===== config.mk =====
export PLATFORM = sky130hd
export DESIGN_NAME = vga_scan_driver
export DESIGN_NICKNAME = d
export VERILOG_FILES = /design/src/rtl/vga_scan_driver.sv
export SDC_FILE = /design/constraint.sdc
export NUM_CORES = 1
export LEC_CHECK = 0
export CORE_MARGIN = 1.5
export CORE_UTILIZATION = 40
export DETAILED_ROUTE_END_ITERATION = 12
export GPL_ROUTABILITY_DRIVEN = 0
export GPL_TIMING_DRIVEN = 0
export PLACE_DENSITY = 0.7
export SYNTH_ARGS = -nofsm -noshare
export SYNTH_HDL_FRONTEND = slang
export SYNTH_SLANG_ARGS = --single-unit

===== constraint.sdc =====
create_clock -name clk -period 3.1 [get_ports clk]
set_clock_uncertainty 0.15 [all_clocks]
set_input_delay 0.62 -clock clk [delete_from_list [all_inputs] [get_ports clk]]
set_output_delay 0.62 -clock clk [all_outputs]
set_load 0.05 [all_outputs]

===== src/rtl/vga_scan_driver.sv =====
// VGA raster timing generator: free-running h/v scan counters, active-low syncs,
// and a pixel output stage that blanks colour outside the visible window.
module vga_scan_driver #(
  parameter int H_ACTIVE = 640,
  parameter int H_FP     = 16,
  parameter int H_SYNC   = 96,
  parameter int H_BP     = 48,
  parameter int V_ACTIVE = 480,
  parameter int V_FP     = 10,
  parameter int V_SYNC   = 2,
  parameter int V_BP     = 33,
  parameter int PIX_LAT  = 1
) (
  input  logic        clk,
  input  logic        rst_n,
  input  logic [11:0] VGA_data,
  output logic [10:0] VGA_xpos,
  output logic [10:0] VGA_ypos,
  output logic        video_req,
  output logic        frame_start,
  output logic        VGA_HS,
  output logic        VGA_VS,
  output logic [3:0]  VGA_R,
  output logic [3:0]  VGA_G,
  output logic [3:0]  VGA_B
);

  localparam int H_TOTAL = H_ACTIVE + H_FP + H_SYNC + H_BP;
  localparam int V_TOTAL = V_ACTIVE + V_FP + V_SYNC + V_BP;

  localparam logic [10:0] H_LAST = 11'(H_TOTAL - 1);
  localparam logic [10:0] V_LAST = 11'(V_TOTAL - 1);
  localparam logic [10:0] H_ACT  = 11'(H_ACTIVE);
  localparam logic [10:0] V_ACT  = 11'(V_ACTIVE);
  localparam logic [10:0] HS_BEG = 11'(H_ACTIVE + H_FP);
  localparam logic [10:0] HS_END = 11'(H_ACTIVE + H_FP + H_SYNC);
  localparam logic [10:0] VS_BEG = 11'(V_ACTIVE + V_FP);
  localparam logic [10:0] VS_END = 11'(V_ACTIVE + V_FP + V_SYNC);

  if (PIX_LAT < 1 || PIX_LAT > 4) begin : g_bad_lat
    $error("vga_scan_driver: PIX_LAT must be in 1..4");
  end
  if (H_TOTAL > 2047 || V_TOTAL > 2047) begin : g_bad_total
    $error("vga_scan_driver: timing totals must fit in 11 bits");
  end

  logic        run;
  logic [10:0] h_cnt;
  logic [10:0] v_cnt;
  logic        hs_raw;
  logic        vs_raw;

  logic        de_p [PIX_LAT];
  logic        hs_p [PIX_LAT+1];
  logic        vs_p [PIX_LAT+1];

  // Active-low sync while the counter sits inside the sync window.
  function automatic logic sync_level(input logic [10:0] cnt,
                                      input logic [10:0] beg_c,
                                      input logic [10:0] end_c);
    return !((cnt >= beg_c) && (cnt < end_c));
  endfunction

  // Scan counters start one edge after reset release so (0,0) is seen as a full cycle.
  always_ff @(posedge clk or negedge rst_n) begin
    if (!rst_n) begin
      run   <= 1'b0;
      h_cnt <= '0;
      v_cnt <= '0;
    end else begin
      run <= 1'b1;
      if (run) begin
        if (h_cnt == H_LAST) begin
          h_cnt <= '0;
          v_cnt <= (v_cnt == V_LAST) ? '0 : v_cnt + 11'd1;
        end else begin
          h_cnt <= h_cnt + 11'd1;
        end
      end
    end
  end

  assign VGA_xpos    = h_cnt;
  assign VGA_ypos    = v_cnt;
  assign video_req   = run && (h_cnt < H_ACT) && (v_cnt < V_ACT);
  assign frame_start = run && (h_cnt == '0) && (v_cnt == '0);
  assign hs_raw      = sync_level(h_cnt, HS_BEG, HS_END);
  assign vs_raw      = sync_level(v_cnt, VS_BEG, VS_END);

  // p0..: display-enable follows the drawing layer's latency; syncs take one extra
  // stage to line up with the registered colour pins.
  always_ff @(posedge clk or negedge rst_n) begin
    if (!rst_n) begin
      for (int i = 0; i < PIX_LAT; i++) de_p[i] <= 1'b0;
      for (int i = 0; i <= PIX_LAT; i++) begin
        hs_p[i] <= 1'b1;
        vs_p[i] <= 1'b1;
      end
    end else begin
      de_p[0] <= video_req;
      hs_p[0] <= hs_raw;
      vs_p[0] <= vs_raw;
      for (int i = 1; i < PIX_LAT; i++) de_p[i] <= de_p[i-1];
      for (int i = 1; i <= PIX_LAT; i++) begin
        hs_p[i] <= hs_p[i-1];
        vs_p[i] <= vs_p[i-1];
      end
    end
  end

  // Pin stage: colour is forced to black whenever the delayed enable is low.
  always_ff @(posedge clk or negedge rst_n) begin
    if (!rst_n) begin
      VGA_R <= '0;
      VGA_G <= '0;
      VGA_B <= '0;
    end else if (de_p[PIX_LAT-1]) begin
      VGA_R <= VGA_data[11:8];
      VGA_G <= VGA_data[7:4];
      VGA_B <= VGA_data[3:0];
    end else begin
      VGA_R <= '0;
      VGA_G <= '0;
      VGA_B <= '0;
    end
  end

  assign VGA_HS = hs_p[PIX_LAT];
  assign VGA_VS = vs_p[PIX_LAT];

endmodule


==> flow_summary.json, run 1 <==
{
  "status": "finished clean",
  "maxSlewHeadroom_pct": 42.37,
  "maxCapViolCount": 0,
  "hold_path.class": "reg2reg",
  "start_util_pct": 42.84,
  "dp_hpwl_um": 2854,
  "final_hold_viol_count": 0,
  "vias": 1417,
  "area_growth_pct": 38.40,
  "r2r_slack_ps": 600,
  "switching_share_pct": 33.00,
  "antenna_cells_inserted": 0,
  "cp_num_buf_inv": 1,
  "wl_per_cell_um": 14.72,
  "syn_avg_cell_area_um2": 10.95,
  "async_reset_ff_share_pct": 100.0,
  "critPathKind": "reg2out",
  "finalMaxSlewViolations": 0,
  "pwr-share-comb_pct": 26.3,
  "io_pins": 52,
  "critPathArrivalTime_ps": 2120,
  "clk_path_buf_depth": 2,
  "cp_slowest_stage_delay_ps": 540,
  "p_int_mw": 0.9283,
  "critPathTopFamily": "simple AND/OR/NAND/NOR gates",
  "synth_top_area_share_pct": 51.10,
  "tightestPinTransition_ps": 864.4,
  "syn_area_um2": 1763,
  "setup_viol": 0,
  "fin_nets": 237,
  "regToRegStartpoint": "VGA_xpos[5]",
  "rows": 23,
  "fp.dieW_um": 69.39,
  "dpl_cell_area_um2": 2331,
  "ys_top_cells_by_area": "dfrtp_1 (51%), dfstp_2 (6.0%), xnor2_1 (5.0%)",
  "grt_pass1_vias": 1462,
  "grt_pass1_wl_um": 6851,
  "power_frac_seq_pct": 44.0,
  "ys_ff_latch": 40,
  "postCtsResizedCells": 1,
  "end_kind": "primary output",
  "p_sw_mw": 0.4573,
  "fmax_mhz": 346.1,
  "grt_usage_pct": 17.65,
  "wirelength_um": 3975,
  "first_pass_iters": 4,
  "yosysSeqAreaShare_pct": 57.06,
  "overflow": 0,
  "fin_crit_ps": 2889,
  "path_cells": "nor4_1 > nand4_1 > nor2_1 > dlygate4sd2_1",
  "ff2ff_path_depth": 6,
  "numCtsBuffers": 5,
  "p_leak_nw": 1.055,
  "synth_ff_type": "dfrtp_1",
  "powerDensity_nw_per_um2": 567.9,
  "power.share.clock_pct": 29.8,
  "synth_edf_count": 0,
  "rsz0062_at_grt": "no",
  "drc": 0,
  "fin_crit_sh_pct": 93.20,
  "core_um2": 4115,
  "fin_area_um2": 2440,
  "yosysUniqueCellTypes": 37,
  "synthTopCellsByCount": "dfrtp_1 (36), and2_1 (12), nand4_1 (10), xnor2_1 (10), nand2_1 (9)",
  "cp_slowest_cell": "nor4_1",
  "post_cts_buffers": 0,
  "yosys.area.top_type": "dfrtp_1",
  "htreeDepth": 2,
  "ant_nets": 0,
  "required_ps": 2330,
  "synthCells": 161,
  "path_clk_slew_ps": 70,
  "startpoint_type": "flop",
  "dieHeight_um": 69.39,
  "clk_latency_ps": 290,
  "vias_per_cell": 5.248,
  "ir_drop_mv": 0.3550,
  "cts-root-buf": "clkbuf_8",
  "synth.most_common_cell": "dfrtp_1",
  "timing.rr.end": "VGA_xpos[9]",
  "antenna_found_initial": 0,
  "worstSetupStartpoint": "VGA_ypos[7]",
  "worstSetupPathDepth": 4,
  "endpoint": "frame_start",
  "cts_tree": "built",
  "fin_tns_setup_ps": 0,
  "yosysWarningCount": 0,
  "drive_gt1_share_pct": 8.182,
  "drtIter0Drc": 70,
  "holdBufCountCts": 0,
  "grt_max_degree": 41,
  "clock-sinks": 40,
  "synthesis.nets": 179,
  "port_buffers": 51,
  "critPathMaxFanout": 5,
  "dieArea_um2": 4814
}
-- cells by family (layout without fill, tap and decap cells) --
family / Yosys count / count (layout) / synth area share [%]
fa+ha+maj: 4 / 4 / 2.839
buf+inv: 13 / 72 / 3.336
compound gates: 18 / 18 / 6.246
simple gates: 72 / 72 / 23.78
mux: 1 / 1 / 0.5678
other cells: 1 / 1 / 0.2127
flops: 40 / 40 / 57.06
xor+xnor: 12 / 12 / 5.962
-- sequential cells by signal, indices dropped and copies added (netlist names) --
name	flops
VGA_xpos	11
VGA_G	4
VGA_B	4
VGA_R	4
run	1
hs_p	1
VGA_ypos	11
VGA_VS	1
vs_p	1
de_p	1
VGA_HS	1
-- cell type report --
| cell class | count | area [um2] |
|---|---|---|
| buffer | 5 | 28.78 |
| clock buffer | 6 | 72.57 |
| clock inverter | 2 | 35.03 |
| fill | 355 | 1675 |
| inverter | 8 | 30.03 |
| multi-input combinational | 108 | 698.2 |
| sequential | 40 | 1006 |
| tap | 50 | 62.56 |
| timing repair buffer | 51 | 506.7 |
-- placed cells by master (no fill, tap or decap), types with 2 or more instances in the layout --
cell type,instances
nand2b_1,3
a31oi_1,3
inv_1,8
ha_1,4
clkbuf_1,3
clkdlybuf4s50_1,48
and3_1,5
xnor2_1,10
dfrtp_1,36
nand3_1,6
clkbuf_8,5
nand4_1,10
a21oi_1,3
nor4b_1,2
nor3_1,5
and2_1,12
buf_2,3
xor2_1,2
dfstp_2,4
o21ai_0,6
nor4_1,5
nor2_1,8
nand2_1,9
-- metrics by stage --
| stage | setup slack [ps] | power (mW) | cells | util (%) | hold slack (ps) |
|---|---|---|---|---|---|
| 6_report | 210.9 | 1.386 | 270 | 59.29 | 208.3 |
| 2_1_floorplan | 474.2 | 0.8471 | 161 | - | 174.4 |
| 5_1_grt | 71.01 | 1.457 | 270 | 59.29 | 214.4 |
| 3_5_place_dp | 241.2 | 0.9849 | 262 | 56.64 | 198.9 |
| 3_3_place_gp | 255.9 | 0.9788 | 262 | 56.77 | 195.5 |
| 4_1_cts | 122.6 | 1.404 | 270 | 59.23 | 209.8 |
-- how the worst min path moves through the flow --
stage,end,startpoint,slack (ps),depth (start not counted)
after global placement,VGA_VS,vs_p[1],200,0
after floorplan,VGA_B[0],rst_n,170,0
after CTS,VGA_HS,hs_p[1],210,0
final,VGA_HS,hs_p[1],210,0
after detailed placement,VGA_HS,hs_p[1],200,0
after global routing,VGA_HS,hs_p[1],210,0
-- metal layers --
layer	vias up	GRT usage, %	wire length (um)
met5	-	0	0
met4	0	6.536	70
met3	8	5.087	245
met2	45	27.99	1828
met1	685	22.98	1830
li1	679	-	-
-- power by group through the flow --
stage	registers, mW	logic (mW)	clock network, mW
2_1_floorplan	0.749	0.0976	0
3_3_place_gp	0.617	0.362	0
3_5_place_dp	0.619	0.366	0
4_1_cts	0.609	0.367	0.428
5_1_grt	0.618	0.388	0.452
6_report	0.609	0.364	0.413
Power figures use the tool's default switching activity.
==> run 2, diff against run 1 <==
--- a/config.mk
+++ b/config.mk
@@ -8,3 +8,3 @@
 export CORE_MARGIN = 1.5
-export CORE_UTILIZATION = 40
+export CORE_UTILIZATION = 46
 export DETAILED_ROUTE_END_ITERATION = 12
@@ -12,3 +12,3 @@
 export GPL_TIMING_DRIVEN = 0
-export PLACE_DENSITY = 0.7
+export PLACE_DENSITY = 0.79
 export SYNTH_ARGS = -nofsm -noshare
--- a/constraint.sdc
+++ b/constraint.sdc
@@ -4,2 +4,2 @@
 set_output_delay 0.62 -clock clk [all_outputs]
-set_load 0.05 [all_outputs]
+set_load 0.005 [all_outputs]
==> run 2 against run 1 <==
  * Flip-flop and latch count unchanged
  * Worst setup slack got worse by 29 ps
  * Die area is 12% lower
  * Register-to-register slack worse by 60 ps
  * First-iteration DRC count shrank 36%
  * Highest routed layer unchanged
  * Final cell count fell by 0.74%
==> flow_summary.json, run 2 (synthesis results as in run 1) <==
{
  "total_power_mw": 1.246,
  "pwr-share-comb_pct": 17.7,
  "final_cell_mix": "clkdlybuf4s50_1 (50), dfrtp_1 (36), and2_1 (12)",
  "p_int_mw": 0.9300,
  "final_hold_viol_count": 0,
  "port_buffers": 51,
  "hold_path.class": "reg2reg",
  "grt_pass1_wl_um": 6396,
  "startpoint_type": "flop",
  "critPathKind": "reg2out",
  "drtIter0Drc": 45,
  "rsz0062_at_grt": "no",
  "p_leak_nw": 1.042,
  "postCtsResizedCells": 0,
  "drive_gt1_share_pct": 8.182,
  "numCtsBuffers": 5,
  "cts_tree": "built",
  "switching_share_pct": 25.33,
  "powerDensity_nw_per_um2": 511.3,
  "place_ws_ps": 524.6,
  "critPathArrivalTime_ps": 2150,
  "clk_path_buf_depth": 2,
  "power_frac_seq_pct": 48.9,
  "grt_pass1_vias": 1427,
  "grt_usage_pct": 20.11,
  "clk_latency_ps": 290,
  "tightestPinTransition_ps": 854.6,
  "area_growth_pct": 38.18,
  "fin_crit_sh_pct": 94.13,
  "post_cts_buffers": 0,
  "dieArea_um2": 4213,
  "required_ps": 2330,
  "cts-root-buf": "clkbuf_8",
  "antenna_found_initial": 0,
  "antenna_cells_inserted": 0,
  "end_kind": "primary output",
  "critPathTopFamily": "simple AND/OR/NAND/NOR gates",
  "fillers": 297,
  "ant_nets": 0,
  "rows": 22,
  "critPathMaxFanout": 6,
  "clock-sinks": 40,
  "maxCapViolCount": 0,
  "fin_crit_ps": 2918,
  "drc": 0,
  "finalMaxSlewViolations": 0,
  "wirelength_um": 3794,
  "fmax_mhz": 342.7,
  "path_cells": "nor4_1 > nand4_1 > nor2_1 > clkdlybuf4s50_1",
  "fp.dieW_um": 64.91,
  "vias_per_cell": 5.239,
  "cp_num_buf_inv": 1,
  "start_util_pct": 48.15,
  "cp_slowest_cell": "nor4_1",
  "wl_per_cell_um": 14.16,
  "htreeDepth": 2,
  "setup_ws_ps": 182.1,
  "fin_tns_setup_ps": 0,
  "cp_slowest_stage_delay_ps": 530,
  "p_sw_mw": 0.3155,
  "first_pass_iters": 4,
  "power.share.clock_pct": 33.4,
  "maxSlewHeadroom_pct": 43.03,
  "dp_hpwl_um": 2777,
  "overflow": 0,
  "grt_max_degree": 41,
  "path_clk_slew_ps": 70,
  "vias": 1404,
  "fin_nets": 237,
  "setup_viol": 0,
  "ir_drop_mv": 0.3405,
  "io_pins": 52,
  "final_common_cell": "clkdlybuf4s50_1",
  "status": "finished clean",
  "holdBufCountCts": 0,
  "dieHeight_um": 64.91,
  "core_um2": 3661
}
## run 2: per-stage QoR
stage | cell area, um2 | util (%) | instances | hold WS (ps)
detailed placement | 2328 | 63.60 | 260 | 197.9
CTS | 2436 | 66.54 | 268 | 208.4
finish | 2436 | 66.54 | 268 | 207.0
global route | 2436 | 66.54 | 268 | 214.8
floorplan | 1763 | - | 161 | 174.4
global placement | 2333 | 63.74 | 260 | 196.4
## run 2: worst paths after layout
| kind | startpoint | to | slack [ps] | cells after the start |
|---|---|---|---|---|
| worst max-delay path | VGA_ypos[5] | frame_start | 180 | 4 |
| worst min-delay path | vs_p[1] | VGA_VS | 210 | 0 |
| worst max register to register | VGA_xpos[6] | VGA_xpos[9] | 540 | 6 |
| worst min register to register | vs_p[1] | VGA_VS | 210 | 0 |
| max in group asynchronous | rst_n | VGA_B[3] | 1980 | 1 |
| min in group asynchronous | rst_n | VGA_B[1] | 280 | 1 |
## run 2: cell type report
| type | instances | area (um2) | area share (%) |
|---|---|---|---|
| flip-flops and latches | 40 | 1006 | 41.29 |
| multi-input cells | 108 | 698.2 | 28.66 |
| repair buffers | 51 | 505.5 | 20.75 |
| clock buffers | 6 | 72.57 | 2.979 |
| well taps | 48 | 60.06 | 2.465 |
| clock inverters | 2 | 35.03 | 1.438 |
| inverters | 8 | 30.03 | 1.233 |
| plain buffers | 5 | 28.78 | 1.181 |
## run 2: power by group through the flow
stage	clock [mW]	sequential, mW	combinational, mW
floorplan	0	0.615	0.0901
global placement	0	0.615	0.216
detailed placement	0	0.618	0.223
CTS	0.422	0.608	0.225
global route	0.451	0.616	0.246
finish	0.416	0.609	0.221
## run 2: per-layer routing
metal / up-vias / wire [um] / track usage, % / share of wire [%]
li1: 683 / - / - / -
met1: 653 / 1642 / 23.77 / 43
met2: 62 / 1797 / 33.38 / 47
met3: 6 / 293 / 6.597 / 7.7
met4: 0 / 60 / 8.777 / 1.6
met5: - / 0 / 0 / 0
==> run 3, diff against run 2 <==
PLACE_DENSITY = 0.89   (was 0.79)
==> run 3 against run 2 <==
  * Wire length is 3.1% lower
  * Non-clock buffer count unchanged
  * Fmax up 2.9%
  * Die area unchanged
  * Global-route usage fell by 0.38 points
  * Critical path type unchanged
  * Hold slack barely moved
  * Clock power hardly changed
  * Sequential power is essentially flat
  * Total power fell by 0.51%
  * Critical endpoint unchanged
  * Combinational power down 2%
==> flow_summary.json, run 3 (synthesis results as in run 1) <==
{
  "status": "finished clean",
  "start_util_pct": 48.15,
  "drtIter0Drc": 54,
  "powerDensity_nw_per_um2": 508.7,
  "antenna_found_initial": 0,
  "power_frac_seq_pct": 49.0,
  "switching_share_pct": 25.05,
  "final_hold_viol_count": 0,
  "wirelength_um": 3678,
  "p_int_mw": 0.9287,
  "area_growth_pct": 38.18,
  "pwr-share-comb_pct": 17.5,
  "holdBufCountCts": 0,
  "maxSlewHeadroom_pct": 43.49,
  "ir_drop_mv": 0.3270,
  "final_common_cell": "clkdlybuf4s50_1",
  "rows": 22,
  "clk_path_buf_depth": 2,
  "vias": 1400,
  "critPathMaxFanout": 5,
  "post_cts_buffers": 0,
  "path_clk_slew_ps": 70,
  "clock-sinks": 40,
  "final_cell_mix": "clkdlybuf4s50_1 (50), dfrtp_1 (36), and2_1 (12)",
  "setup_viol": 0,
  "numCtsBuffers": 5,
  "cts_tree": "built",
  "cts-root-buf": "clkbuf_8",
  "end_kind": "primary output",
  "fin_tns_setup_ps": 0,
  "grt_pass1_wl_um": 6299,
  "p_leak_nw": 1.042,
  "dp_hpwl_um": 2569,
  "dp_cells": 260,
  "power.share.clock_pct": 33.5,
  "htreeDepth": 2,
  "hold_path.class": "reg2reg",
  "wl_per_cell_um": 13.72,
  "critPathKind": "reg2out",
  "fin_nets": 237,
  "clk_latency_ps": 290,
  "vias_per_cell": 5.224,
  "critPathArrivalTime_ps": 2060,
  "fin_crit_ps": 2835,
  "fmax_mhz": 352.7,
  "dieHeight_um": 64.91,
  "maxCapViolCount": 0,
  "fillers": 302,
  "fin_crit_sh_pct": 91.45,
  "required_ps": 2330,
  "dieArea_um2": 4213,
  "antenna_cells_inserted": 0,
  "fp.dieW_um": 64.91,
  "core_um2": 3661,
  "first_pass_iters": 4,
  "grt_max_degree": 41,
  "overflow": 0,
  "io_pins": 52,
  "p_sw_mw": 0.3104,
  "drive_gt1_share_pct": 8.182,
  "port_buffers": 51,
  "postCtsResizedCells": 0,
  "finalMaxSlewViolations": 0,
  "rsz0062_at_grt": "no",
  "startpoint_type": "flop",
  "seqCellArea_um2": 1006,
  "ant_nets": 0,
  "instances_no_fill": 268,
  "drc": 0,
  "multi_input_area_um2": 698.2,
  "grt_usage_pct": 19.73,
  "grt_pass1_vias": 1335,
  "tightestPinTransition_ps": 847.7
}
==> run 3: cell counts in the layout (fill, tap and decap cells not counted) <==
No cell type changed its count.
==> run 3: final cells by class <==
class,instances,share of cell area [%]
sequential,40,41.29
multi-input combinational,108,28.66
timing repair buffer,51,20.75
clock buffer,6,2.979
tap,48,2.465
clock inverter,2,1.438
inverter,8,1.233
buffer,5,1.181
==> run 3: power groups by stage <==
stage          clock network [mW]  logic (mW)  registers [mW]
6_report                    0.415       0.217           0.608
5_1_grt                     0.458       0.242           0.616
4_1_cts                     0.421       0.220           0.609
3_5_place_dp                    0       0.217           0.619
3_3_place_gp                    0       0.214           0.617
2_1_floorplan                   0      0.0901           0.615
==> run 3: worst max-delay path: stages, from the launching register on <==
cell and delay [ps]:
dfrtp_1 430, inv_1 100, ha_1 140, nor4b_1 300, nand4_1 140, nor2_1 140
clkdlybuf4s50_1 520
==> run 3: per-stage QoR <==
stage	cell area [um2]	utilization, %	total power, mW	setup WS [ps]	hold WS, ps
floorplan	1763	-	0.7051	843.6	174.4
global placement	2333	63.74	0.8304	396.9	195.8
detailed placement	2328	63.60	0.8354	580.1	196.8
CTS	2436	66.54	1.249	257.5	207.4
global route	2436	66.54	1.316	73.25	211.8
finish	2436	66.54	1.239	265.0	207.5
==> run 3: path summary, 6_finish.rpt <==
path	depth (start not counted)	from	slack, ps	to
setup / recovery	6	VGA_xpos[0]	270	frame_start
setup reg to reg	6	VGA_xpos[5]	550	VGA_xpos[9]
hold reg to reg	0	vs_p[1]	210	VGA_VS
max in group asynchronous	1	rst_n	1990	de_p
hold / removal	0	vs_p[1]	210	VGA_VS
min in group asynchronous	1	rst_n	280	VGA_B[0]
==> run 3: layer usage <==
metal  vias to the layer above  global-route usage [%]  part of all wire [%]
met4                         0                   7.181                   1.4
met1                       656                   25.31                    44
met2                        56                   31.06                    46
met5                         -                       0                     0
met3                         7                   6.597                   8.4
li1                        681                       -                     -
